`src/rtl/contador_cascada.sv`:
```
// -----------------------------------------------------------------------------
// contador_cascada
// Extends a 4-bit mode counter (up / down / down-by-3 / load) with an upper
// field ALTO, giving a wide count {ALTO, Q_IN}. ALTO steps once per rising
// edge of the upstream RCO, in the direction selected by MODO. Sticky flags
// record wrap-around and dropped snapshot requests. A valid/ready port hands
// {ALTO, Q_IN} snapshots to a downstream reader.
//
// Optional feature: define CONTADOR_CASCADA_COMPARE_EN to add the UMBRAL
// input and the COINCIDE output, a registered single-cycle pulse raised when
// {ALTO, Q_IN} starts to equal UMBRAL.
// -----------------------------------------------------------------------------
module contador_cascada #(
    parameter int BITS_ALTOS = 8
) (
    input  logic                    CLK,
    input  logic                    RESET_N,
    input  logic                    ENB,
    input  logic [1:0]              MODO,
    input  logic [3:0]              Q_IN,
    input  logic                    RCO_IN,
    input  logic                    CLR,
    input  logic                    SNAP_REQ,
    input  logic                    READY,
`ifdef CONTADOR_CASCADA_COMPARE_EN
    input  logic [BITS_ALTOS+3:0]   UMBRAL,
    output logic                    COINCIDE,
`endif
    output logic [BITS_ALTOS-1:0]   ALTO,
    output logic                    VALID,
    output logic [BITS_ALTOS+3:0]   SNAP,
    output logic                    OVF,
    output logic                    UNF,
    output logic                    MISSED
);

    localparam logic [BITS_ALTOS-1:0] ALTO_MAX = '1;

    typedef enum logic {
        IDLE = 1'b0,
        HOLD = 1'b1
    } estado_t;

    estado_t estado;
    estado_t estado_sig;

    logic rco_prev;
    logic evento;
    logic capturar;
    logic perdido;

    // One event per rising edge of RCO; a long-high RCO counts only once.
    always_comb begin
        evento = RCO_IN & ~rco_prev & ENB;
    end

    // Remember last RCO every cycle, independent of ENB.
    // NOTE: sequential state uses non-blocking (<=) so every register samples
    // the pre-edge values of its neighbours, exactly like the hardware.
    always_ff @(posedge CLK or negedge RESET_N) begin
        if (!RESET_N) begin
            rco_prev <= 1'b0;
        end else begin
            rco_prev <= RCO_IN;
        end
    end

    // Upper count field and sticky flags; CLR wins over any event.
    always_ff @(posedge CLK or negedge RESET_N) begin
        if (!RESET_N) begin
            ALTO   <= '0;
            OVF    <= 1'b0;
            UNF    <= 1'b0;
            MISSED <= 1'b0;
        end else if (CLR) begin
            ALTO   <= '0;
            OVF    <= 1'b0;
            UNF    <= 1'b0;
            MISSED <= 1'b0;
        end else begin
            if (perdido) begin
                MISSED <= 1'b1;
            end
            if (evento) begin
                case (MODO)
                    2'b00: begin
                        ALTO <= ALTO + 1'b1;
                        if (ALTO == ALTO_MAX) begin
                            OVF <= 1'b1;
                        end
                    end
                    2'b01, 2'b10: begin
                        ALTO <= ALTO - 1'b1;
                        if (ALTO == '0) begin
                            UNF <= 1'b1;
                        end
                    end
                    default: begin
                        // Parallel load upstream: upper field holds.
                    end
                endcase
            end
        end
    end

    // Snapshot FSM state register.
    always_ff @(posedge CLK or negedge RESET_N) begin
        if (!RESET_N) begin
            estado <= IDLE;
        end else begin
            estado <= estado_sig;
        end
    end

    // Snapshot FSM next state, capture strobe and drop detection.
    // NOTE: every signal written here gets a default first so no path leaves
    // it unassigned, which would otherwise infer a latch.
    always_comb begin
        estado_sig = estado;
        capturar   = 1'b0;
        perdido    = 1'b0;
        case (estado)
            IDLE: begin
                if (SNAP_REQ) begin
                    capturar   = 1'b1;
                    estado_sig = HOLD;
                end
            end
            HOLD: begin
                if (READY) begin
                    if (SNAP_REQ) begin
                        capturar = 1'b1;
                    end else begin
                        estado_sig = IDLE;
                    end
                end else if (SNAP_REQ) begin
                    perdido = 1'b1;
                end
            end
            default: begin
                estado_sig = IDLE;
            end
        endcase
    end

    // VALID comes straight from the state so an async reset drops it at once.
    always_comb begin
        VALID = (estado == HOLD);
    end

    // Snapshot data register; only written on an accepted request.
    always_ff @(posedge CLK or negedge RESET_N) begin
        if (!RESET_N) begin
            SNAP <= '0;
        end else if (capturar) begin
            SNAP <= {ALTO, Q_IN};
        end
    end

`ifdef CONTADOR_CASCADA_COMPARE_EN
    logic igual;
    logic igual_prev;

    // Equality of the wide count against the threshold.
    always_comb begin
        igual = ({ALTO, Q_IN} == UMBRAL);
    end

    // Pulse on the first cycle of equality; CLR suppresses the pulse.
    always_ff @(posedge CLK or negedge RESET_N) begin
        if (!RESET_N) begin
            igual_prev <= 1'b0;
            COINCIDE   <= 1'b0;
        end else begin
            igual_prev <= igual;
            COINCIDE   <= igual & ~igual_prev & ~CLR;
        end
    end
`endif

endmodule

```
`config.mk`:
```
export PLATFORM = sky130hd
export DESIGN_NAME = contador_cascada
export DESIGN_NICKNAME = d
export VERILOG_FILES = /design/src/rtl/contador_cascada.sv
export SDC_FILE = /design/constraint.sdc
export NUM_CORES = 1
export LEC_CHECK = 0
export BUFFER_PORTS_ARGS = -buffer_cell sky130_fd_sc_hd__buf_4
export CAP_MARGIN = 25
export CORE_ASPECT_RATIO = 0.75
export CORE_MARGIN = 2
export CORE_UTILIZATION = 51
export DETAILED_ROUTE_END_ITERATION = 6
export PLACE_DENSITY_LB_ADDON = 0.15
export SYNTH_ARGS = -nofsm -noshare
export SYNTH_HDL_FRONTEND = slang
export SYNTH_SLANG_ARGS = --single-unit
```
`constraint.sdc`:
```
create_clock -name CLK -period 2.61 [get_ports CLK]
set_input_delay 0.1305 -clock CLK [delete_from_list [all_inputs] [get_ports CLK]]
set_output_delay 0.1305 -clock CLK [all_outputs]
set_load 0.005 [all_outputs]
```
; ---- Yosys cells after proc, flatten, opt, wreduce, memory -nomap -nowiden
; Index checks and enable logic that the tools add are counted.
; W data, S select, Z words.
[totals]
register_bits = 25
input_bits = 13
out_inout_bits = 24
word_cells = 49
[classes]
n_addsub = 2
eq_ne = 3
muxes = 20
bitwise_logic = 4
reduce_logical = 13
[ops]
columns = op, n
row1 = $mux W8, 2
row2 = $pmux W8 S2, 1
row3 = $mux W1, 15
row4 = $reduce_bool A2 Y1, 6
row5 = $add A8 B1 Y8 const B, 1
row6 = $eq A8 B8 Y1 const B, 1
row7 = $logic_not A8 Y1, 1
row8 = $sub A8 B1 Y8 const B, 1
row9 = $reduce_and A3 Y1, 2
row10 = $pmux W1 S2, 2
row11 = $reduce_bool A3 Y1, 1
row12 = $and A1 B1 Y1, 2
row13 = $eq A2 B1 Y1 const B, 1
row14 = $eq A2 B2 Y1 const B, 1
row15 = $logic_not A2 Y1, 1
row16 = $not A1 Y1, 2
row17 = $reduce_and A2 Y1, 1
row18 = $reduce_or A2 Y1, 1

; ---- Logic depth before layout (Yosys ltp)
; Gate-level depths: netlist (run 1).
[depth]
depth_word = 5
ltp_mapped = 9
mapped_depth_nobuf = 9

; ---- Worst setup path before layout (run 1)
; No wires, ideal clock.
[synth_timing]
path_type = input-to-reg
startpoint = input MODO[0]
endpoint = register ALTO[7]
setup_time_ps = 128
t_arrival_ps = 2058
required_time_ps = 2482
setup_slack_ps = 424
path_stages = 8
n_path_buf = 0
path_cell_list = inv_1 -> ha_1 -> ha_1 -> a21o_1 -> a21o_1 -> a221oi_2 -> mux2i_1 -> mux2_1
[synth_via]
elab_chain_cells = 5
word_cells_on_any_way = 9
classes_between = eq/ne: 2 / mux: 3 / reduce/logical: 4
[synth_rtl]
columns = element, line
row1 = "start, declared", 19  ; input logic [1:0] MODO,
row2 = $eq A2 B1 Y1 or $eq A2 B2 Y1 (tied branches), 85  ; case (MODO)
row3 = $reduce_or A2 Y1, 85
row4 = $pmux W8 S2, 85
row5 = $mux W8, 84  ; if (evento) begin
row6 = $mux W8, 75  ; end else if (CLR) begin
row7 = "end signal, assigned", 87  ; ALTO <= ALTO + 1'b1;
row8 = "end signal, assigned", 93  ; ALTO <= ALTO - 1'b1;
row9 = "end, declared", 29  ; output logic [BITS_ALTOS-1:0] ALTO,
; Several ways; a longest one is shown, not always the timed one. The select of a mux whose other input is x is not followed.
; A chain may end at the register's enable or synchronous reset.

; ---- Worst setup path after layout (run 1)
[layout_timing]
startpoint = register ALTO[4]
endpoint = register ALTO[7]
[layout_via]
elab_chain_cells = 4
word_cells_on_any_way = 5
classes_between = add/sub: 2 / mux: 3
[layout_rtl]
columns = element, line
row1 = $sub A8 B1 Y8 or $add A8 B1 Y8 (tied branches), "93, 87"
row2 = $pmux W8 S2 *, 85
row3 = $mux W8 *, 84
row4 = $mux W8 *, 75
; Mark *: on every way between the ends. The rest lies on a longest branch, timed or not. The select of a mux whose other input is x is not followed.

==> impl_results.md, run 1 <==
* Initial antenna violation count at 0
* Class of the most critical setup path: register to register
* TritonCTS sink count at 25
* Io pins at 37
* Instance count along the most critical hold path at 2
* Worst Setup Start Kind: register
* Synthesized instance count at 122
* Primary FF master, synth: sky130_fd_sc_hd__dfrtp_1
* Area growth from synthesis to final layout at 26.8%
* Class of the worst hold path: primary input to register
* Routed wire length at 2620 um
* Leading cell type in the layout, fill and taps excluded: sky130_fd_sc_hd__buf_4
* Reg power frac at 56.7%
* Vias per cell at 5.34
* Number of global-route vias before repair at 940
* Cell Rows at 15
* Share of the yosys chip area belonging to registers at 48.3%
* Synth Net Count at 143
* Master cell of the clock root buffer: sky130_fd_sc_hd__clkbuf_4
* Total grt overflow at 0
* Number of synthesized flops with an enable pin at 0
* Final non-filler cell total at 195
* Actual transition at the worst max-transition pin at 0.611 ns
* Combinational group share of total power at 21.7%
* Period minus WS final at 2.16 ns
* Starting DRC count in detailed routing at 42
* Antenna Nets Post-Route at 0
* Cell-internal power at 558 uW
* Die extent in y at 47.7 um
* Max Buffers Root-to-Sink at 2
* Setup repair after global routing missed its margin: false
* Post-synth ARST share at 100%
* Critical path endpoint category: register
* Total global-route track usage at 19.1%
* Ys Warns at 0
* Share of layout cells above drive strength 1 at 33.5%
* Area inside the core boundary at 2350 um2
* Worst EP arrival at 2.36 ns
* Power per cell area at 460 nW/um2
* Cell depth of the worst flop-to-flop path at 6
* Endpoints failing hold at 0
* Pin count of the biggest net entering global routing at 26
* Netlist area before placement at 1300 um2
* Reg clk slew, reported paths at 0.12 ns
* Layout Nets at 183
* Synth unique cells at 36
* Commonest non-fill, non-tap cells in the layout: sky130_fd_sc_hd__buf_4 (36), sky130_fd_sc_hd__dfrtp_1 (25), sky130_fd_sc_hd__nor2_1 (12)
* Count of endpoints failing setup in the final report at 0
* Die width at 62.2 um
* Total instance count after detailed placement at 189
* Switching power share of the total at 26.2%
* H-tree depth reported by CTS at 1
* Final worst path period share at 82.7%
* MaxCap Viol Count at 0
* Worst Path Max Fanout at 6
* Leakage power figure at 0.828 nW
* Peak supply drop at 0.446 mV
* # resized after CTS at 0
* Data required, critical path at 2.81 ns
* Number of design rule violations left after detail routing at 0
* Clk pwr share at 21.6%
* Avg WL per Cell at 13.5 um
* Die Area at 2970 um2
* Average cell area after synthesis at 10.6 um2
* Effective utilization at floorplan at 55.3%
* Headroom to the max-slew limit at 59.2%
* Final Instance Area at 1640 um2
* Number of fill cells in the layout at 185
* Input/output buffers at 36
* Sequential cell area at 626 um2
* Multi-input combinational cell area at 629 um2
* Gpl congestion at 0.835
* Core Util, Final at 70.1%
* Clock tree from TritonCTS: built
* Final-layout setup total negative slack at 0 ns
* Number of storage elements in the synthesis netlist at 25
* First-pass GRT wire length at 4340 um
* Post-DP HPWL at 2010 um
* Pins Over Slew Limit at 0
* Net load switching power at 199 uW
* Result of the run: complete, no violations
* Placed cell area at 1600 um2
* Routed via count at 1042
* Max Clock Freq at 463 MHz
* TritonRoute pass-1 iters at 4
* Worst-Skew Late Latency at 0.30 ns
* Number of buffers added by the clock tree synthesis step at 3
* Final clock skew at 0.00411 ns
* Antenna cells at 0
-- worst max-delay path: stages (launching register included) --
cell,delay (ns)
sky130_fd_sc_hd__dfrtp_1,0.48
sky130_fd_sc_hd__ha_1,0.38
sky130_fd_sc_hd__a21o_1,0.19
sky130_fd_sc_hd__a21o_1,0.17
sky130_fd_sc_hd__a221oi_2,0.28
sky130_fd_sc_hd__mux2i_1,0.23
sky130_fd_sc_hd__mux2_1,0.33
-- registers in the layout, summed over array words and instances, names as in the netlist --
signal,count
SNAP,12
MISSED,1
UNF,1
OVF,1
ALTO,8
rco_prev,1
VALID,1
-- metal layers --
metal	wire length (um)	up-vias	track usage (%)
met5	0	-	0
met4	10	0	4.00
met3	174	2	5.88
met2	1210	31	32.0
met1	1230	492	25.5
li1	-	517	-
-- path summary, 6_finish.rpt --
| path | start | end | slack [ns] |
|---|---|---|---|
| worst min register to register | SNAP[5] | SNAP[5] | 0.50 |
| max in group asynchronous | RESET_N | ALTO[2] | 2.13 |
| worst max register to register | ALTO[4] | ALTO[7] | 0.45 |
| min in group asynchronous | RESET_N | SNAP[1] | 0.24 |
| worst max-delay path | ALTO[4] | ALTO[7] | 0.45 |
| worst min-delay path | SNAP_REQ | VALID | 0.04 |
-- area by class of cell --
type                       instances  share of cell area [%]
sequential                        25                    38.1
tap                               34                    2.59
inverter                           8                    1.83
timing repair buffer              38                    17.7
multi-input combinational         86                    38.3
clock buffer                       4                    1.60
-- timing repair --
item                                   4_1_cts  5_1_grt
buffers inserted                             0        0
hold buffers                                 2        0
endpoints found under the hold margin       26        0
-- cell usage after synthesis (2+ instances only) --
master | number | share of area, %
sky130_fd_sc_hd__a211oi_1 | 2 | 1.2
sky130_fd_sc_hd__a21oi_1 | 5 | 1.9
sky130_fd_sc_hd__nand2_1 | 7 | 2.0
sky130_fd_sc_hd__o21ai_0 | 5 | 1.9
sky130_fd_sc_hd__nor3_1 | 5 | 1.9
sky130_fd_sc_hd__nor2_1 | 12 | 3.5
sky130_fd_sc_hd__ha_1 | 7 | 6.8
sky130_fd_sc_hd__a31oi_1 | 2 | 0.97
sky130_fd_sc_hd__a21o_1 | 3 | 1.7
sky130_fd_sc_hd__mux2_2 | 10 | 8.7
sky130_fd_sc_hd__o211ai_1 | 2 | 1.2
sky130_fd_sc_hd__clkbuf_1 | 3 | 0.87
sky130_fd_sc_hd__nand4_1 | 2 | 0.97
sky130_fd_sc_hd__nor2b_1 | 3 | 1.4
sky130_fd_sc_hd__nand3_1 | 2 | 0.77
sky130_fd_sc_hd__dfrtp_1 | 25 | 48
sky130_fd_sc_hd__inv_1 | 8 | 2.3
-- cell families after synthesis --
logic type / share of synthesized area, %
fa+ha+maj: 8.30
flops: 48.3
simple gates: 15.4
xor+xnor: 1.35
mux: 10.3
buf+inv: 3.19
compound gates: 13.1
-- per-stage QoR --
| step | power, mW | hold slack [ns] | setup WS (ns) |
|---|---|---|---|
| CTS | 0.766 | 0.0312 | 0.444 |
| global placement | 0.595 | 0.0428 | 0.252 |
| finish | 0.757 | 0.0391 | 0.452 |
| detailed placement | 0.600 | 0.0458 | 0.226 |
| global route | 0.806 | 0.0201 | 0.299 |
| floorplan | 0.523 | -0.165 | 0.424 |
-- power by group through the flow --
stage,combinational [mW],sequential [mW],clock [mW]
after floorplan,0.0868,0.436,0
after global placement,0.159,0.436,0
after detailed placement,0.163,0.437,0
after CTS,0.166,0.430,0.171
after global routing,0.183,0.434,0.190
final,0.164,0.430,0.163
(Power assumes the default switching activity.)
==> inputs of run 2 (changes only) <==
--- a/config.mk
+++ b/config.mk
@@ -9,7 +9,7 @@
 export CAP_MARGIN = 25
 export CORE_ASPECT_RATIO = 0.75
 export CORE_MARGIN = 2
-export CORE_UTILIZATION = 51
+export CORE_UTILIZATION = 46
 export DETAILED_ROUTE_END_ITERATION = 6
 export PLACE_DENSITY_LB_ADDON = 0.15
 export SYNTH_ARGS = -nofsm -noshare
==> constraint.sdc (replaced) <==
create_clock -name CLK -period 1.9 [get_ports CLK]
set_input_delay 0.095 -clock CLK [delete_from_list [all_inputs] [get_ports CLK]]
set_output_delay 0.095 -clock CLK [all_outputs]
set_load 0.005 [all_outputs]
==> run 2 against run 1 <==
The flow now finishes with violations (setup timing). Sequential share of layout area down 4.7 points. Utilization grew 1.2 points. Maximum frequency grew 13%. Final area grew 15%. Routed wire length grew 19%. Clock power up 90%. Worst hold slack got worse by 0.012 ns. Flip-flop and latch count stayed put. Cell count grew 11%. Global-route usage up 2.7 points. Combinational power is 86% higher. Critical path depth unchanged. Highest routed layer unchanged.
==> impl_results.md, run 2 (synthesized netlist as in run 1, its figures left out) <==
* Result of the run: finished, violations left (was complete, no violations)
* Violated checks: setup timing
* Flip-flop count of the largest register, all copies and words added at 12 (unchanged)
* H-tree depth reported by CTS at 1 (unchanged)
* Pin count of the biggest net entering global routing at 26 (unchanged)
* End of the worst register-to-register path: ALTO[7] (unchanged)
* Io pins at 37 (unchanged)
* Largest registers: SNAP: 12 flops, ALTO: 8 flops (unchanged)
* Period minus WS final at 1.91 ns (was 2.16 ns)
* Worst EP arrival at 2.06 ns (was 2.36 ns)
* Clock tree from TritonCTS: built (unchanged)
* Starting DRC count in detailed routing at 48 (was 42)
* Worst setup startpoint: ALTO[1] (was ALTO[4])
* Class of the most critical setup path: register to register (unchanged)
* Worst Path Max Fanout at 4 (was 6)
* Post-DP HPWL at 2390 um (was 2010 um)
* Cell type of the slowest stage on the worst timing path: sky130_fd_sc_hd__dfrtp_2 (was sky130_fd_sc_hd__dfrtp_1)
* Critical path endpoint category: register (unchanged)
* Input/output buffers at 36 (unchanged)
* Reg clk slew, reported paths at 0.08 ns (was 0.12 ns)
* Class of the worst hold path: primary input to register (unchanged)
* Cell depth of the worst flop-to-flop path at 6 (unchanged)
* Number of global-route vias before repair at 1128 (was 940)
* Placed cell area at 1780 um2 (was 1600 um2)
* Max Clock Freq at 525 MHz (was 463 MHz)
* MaxCap Viol Count at 0 (unchanged)
* Vias per cell at 5.33 (was 5.34)
* Total instance count after detailed placement at 209 (was 189)
* Final Instance Area at 1880 um2 (was 1640 um2)
* Largest register by flop count: SNAP (unchanged)
* Gpl congestion at 0.845 (was 0.835)
* Launch point of the worst hold path: SNAP_REQ (unchanged)
* Final clock skew at 0.00563 ns (was 0.00411 ns)
* Total global-route track usage at 21.8% (was 19.1%)
* Pins Over Slew Limit at 0 (unchanged)
* Share of layout cells above drive strength 1 at 47.5% (was 33.5%)
* TritonCTS sink count at 25 (unchanged)
* Antenna Nets Post-Route at 0 (unchanged)
* Cell family with the largest share of critical-path delay: multiplexers (was compound AO/OA/AOI/OAI gates)
* Initial antenna violation count at 0 (unchanged)
* Total grt overflow at 0 (unchanged)
* Master cell of the clock root buffer: sky130_fd_sc_hd__clkbuf_8 (was sky130_fd_sc_hd__clkbuf_4)
* Die Area at 3260 um2 (was 2970 um2)
* First-pass GRT wire length at 5380 um (was 4340 um)
* Antenna cells at 0 (unchanged)
* Actual transition at the worst max-transition pin at 0.539 ns (was 0.611 ns)
* Total power at 1.20 mW (was 757 uW)
* Area inside the core boundary at 2640 um2 (was 2350 um2)
* Data required, critical path at 2.06 ns (was 2.81 ns)
* Instance count along the most critical hold path at 2 (unchanged)
* Layout Nets at 203 (was 183)
* Endpoints failing hold at 0 (unchanged)
* Final non-filler cell total at 217 (was 195)
* Leading cell type in the layout, fill and taps excluded: sky130_fd_sc_hd__buf_4 (unchanged)
* Area growth from synthesis to final layout at 45.3% (was 26.8%)
* Max Buffers Root-to-Sink at 2 (unchanged)
* Leakage power figure at 0.941 nW (was 0.828 nW)
* Commonest non-fill, non-tap cells in the layout: sky130_fd_sc_hd__buf_4 (56), sky130_fd_sc_hd__dfrtp_1 (23), sky130_fd_sc_hd__nor2_1 (11) (was sky130_fd_sc_hd__buf_4 (36), sky130_fd_sc_hd__dfrtp_1 (25), sky130_fd_sc_hd__nor2_1 (12))
* Avg WL per Cell at 14.4 um (was 13.5 um)
* Number of design rule violations left after detail routing at 0 (unchanged)
* Worst-Skew Late Latency at 0.27 ns (was 0.30 ns)
* Worst path setup slack after routing at -0.00640 ns (was 0.452 ns)
* Power per cell area at 636 nW/um2 (was 460 nW/um2)
* WP buf/inv at 0 (unchanged)
* Slowest Stage Delay on Critical Path at 0.45 ns (was 0.48 ns)
* Peak supply drop at 0.479 mV (was 0.446 mV)
* Headroom to the max-slew limit at 64.0% (was 59.2%)
* Routed via count at 1156 (was 1042)
* Count of endpoints failing setup in the final report at 1 (was 0)
* Minimum setup slack among reg-to-reg paths at -0.006 ns (was 0.45 ns)
* Final worst path period share at 100% (was 82.7%)
* Die extent in y at 50.0 um (was 47.7 um)
* Reg2reg start: ALTO[1] (was ALTO[4])
* Min-Delay Endpoint: VALID (unchanged)
* Routed wire length at 3130 um (was 2620 um)
* Effective utilization at floorplan at 49.1% (was 55.3%)
* TritonRoute pass-1 iters at 4 (unchanged)
* Post-placement setup slack at -0.196 ns (was 0.226 ns)
* Number of buffers added by the clock tree synthesis step at 3 (unchanged)
* Die width at 65.3 um (was 62.2 um)
* Cell Rows at 16 (was 15)
* Setup repair after global routing missed its margin: true (was false)
* Crit path cell chain: ha_4 > a211oi_4 > nor2_2 > a221oi_2 > mux2i_1 > mux2_1 (was ha_1 > a21o_1 > a21o_1 > a221oi_2 > mux2i_1 > mux2_1)
* Worst Setup Start Kind: register (unchanged)
==> run 2: cell types whose count changed in the layout (fill, tap and decap cells not counted), sizes merged <==
cell    delta
clkbuf     -1
buf       +20
clkinv     +1
==> run 2: where the power goes <==
group | total [mW] | switching (mW) | internal (mW) | leakage [nW]
logic | 0.305 | 0.136 | 0.169 | 0.587
clock network | 0.309 | 0.162 | 0.147 | 0.0255
registers | 0.584 | 0.0193 | 0.565 | 0.328
==> run 2: how the worst max path moves through the flow <==
stage,cells after the start,slack (ns),endpoint
2_1_floorplan,8,0.001,ALTO[7]
3_3_place_gp,10,-0.16,ALTO[6]
4_1_cts,6,-0.01,ALTO[7]
3_5_place_dp,9,-0.20,ALTO[7]
6_report,6,-0.006,ALTO[7]
5_1_grt,6,-0.08,ALTO[7]
==> run 2: area by class of cell <==
| type | count | area, um2 |
|---|---|---|
| fill | 210 | 759 |
| clock inverter | 1 | 5.00 |
| timing repair buffer | 58 | 440 |
| multi-input combinational | 86 | 693 |
| clock buffer | 3 | 41.3 |
| inverter | 8 | 30.0 |
| tap | 36 | 45.0 |
| sequential | 25 | 628 |
==> run 2: metrics by stage <==
stage / hold WS (ns) / util, % / setup TNS (ns)
final: 0.0271 / 71.3 / -0.00640
after global routing: 0.0412 / 71.3 / -0.0784
after CTS: 0.0222 / 70.3 / -0.0135
after detailed placement: 0.0132 / 67.3 / -0.496
after global placement: 0.00795 / 67.3 / -0.375
after floorplan: -0.201 / - / 0
==> run 2: timing repair <==
action / CTS / global route
resized for setup: 3 / 6
pin swaps: 3 / 1
hold buffers: 2 / 0
hold endpoints to repair: 26 / 0
setup endpoints to repair: 3 / 3
buffers inserted: 1 / 1
==> run 2: routing by layer <==
metal	global-route usage (%)	vias to the layer above	routed length, um
met4	6.94	0	66
met5	0	-	0
met3	5.25	14	149
met1	28.9	544	1460
met2	35.0	44	1450
li1	-	554	-
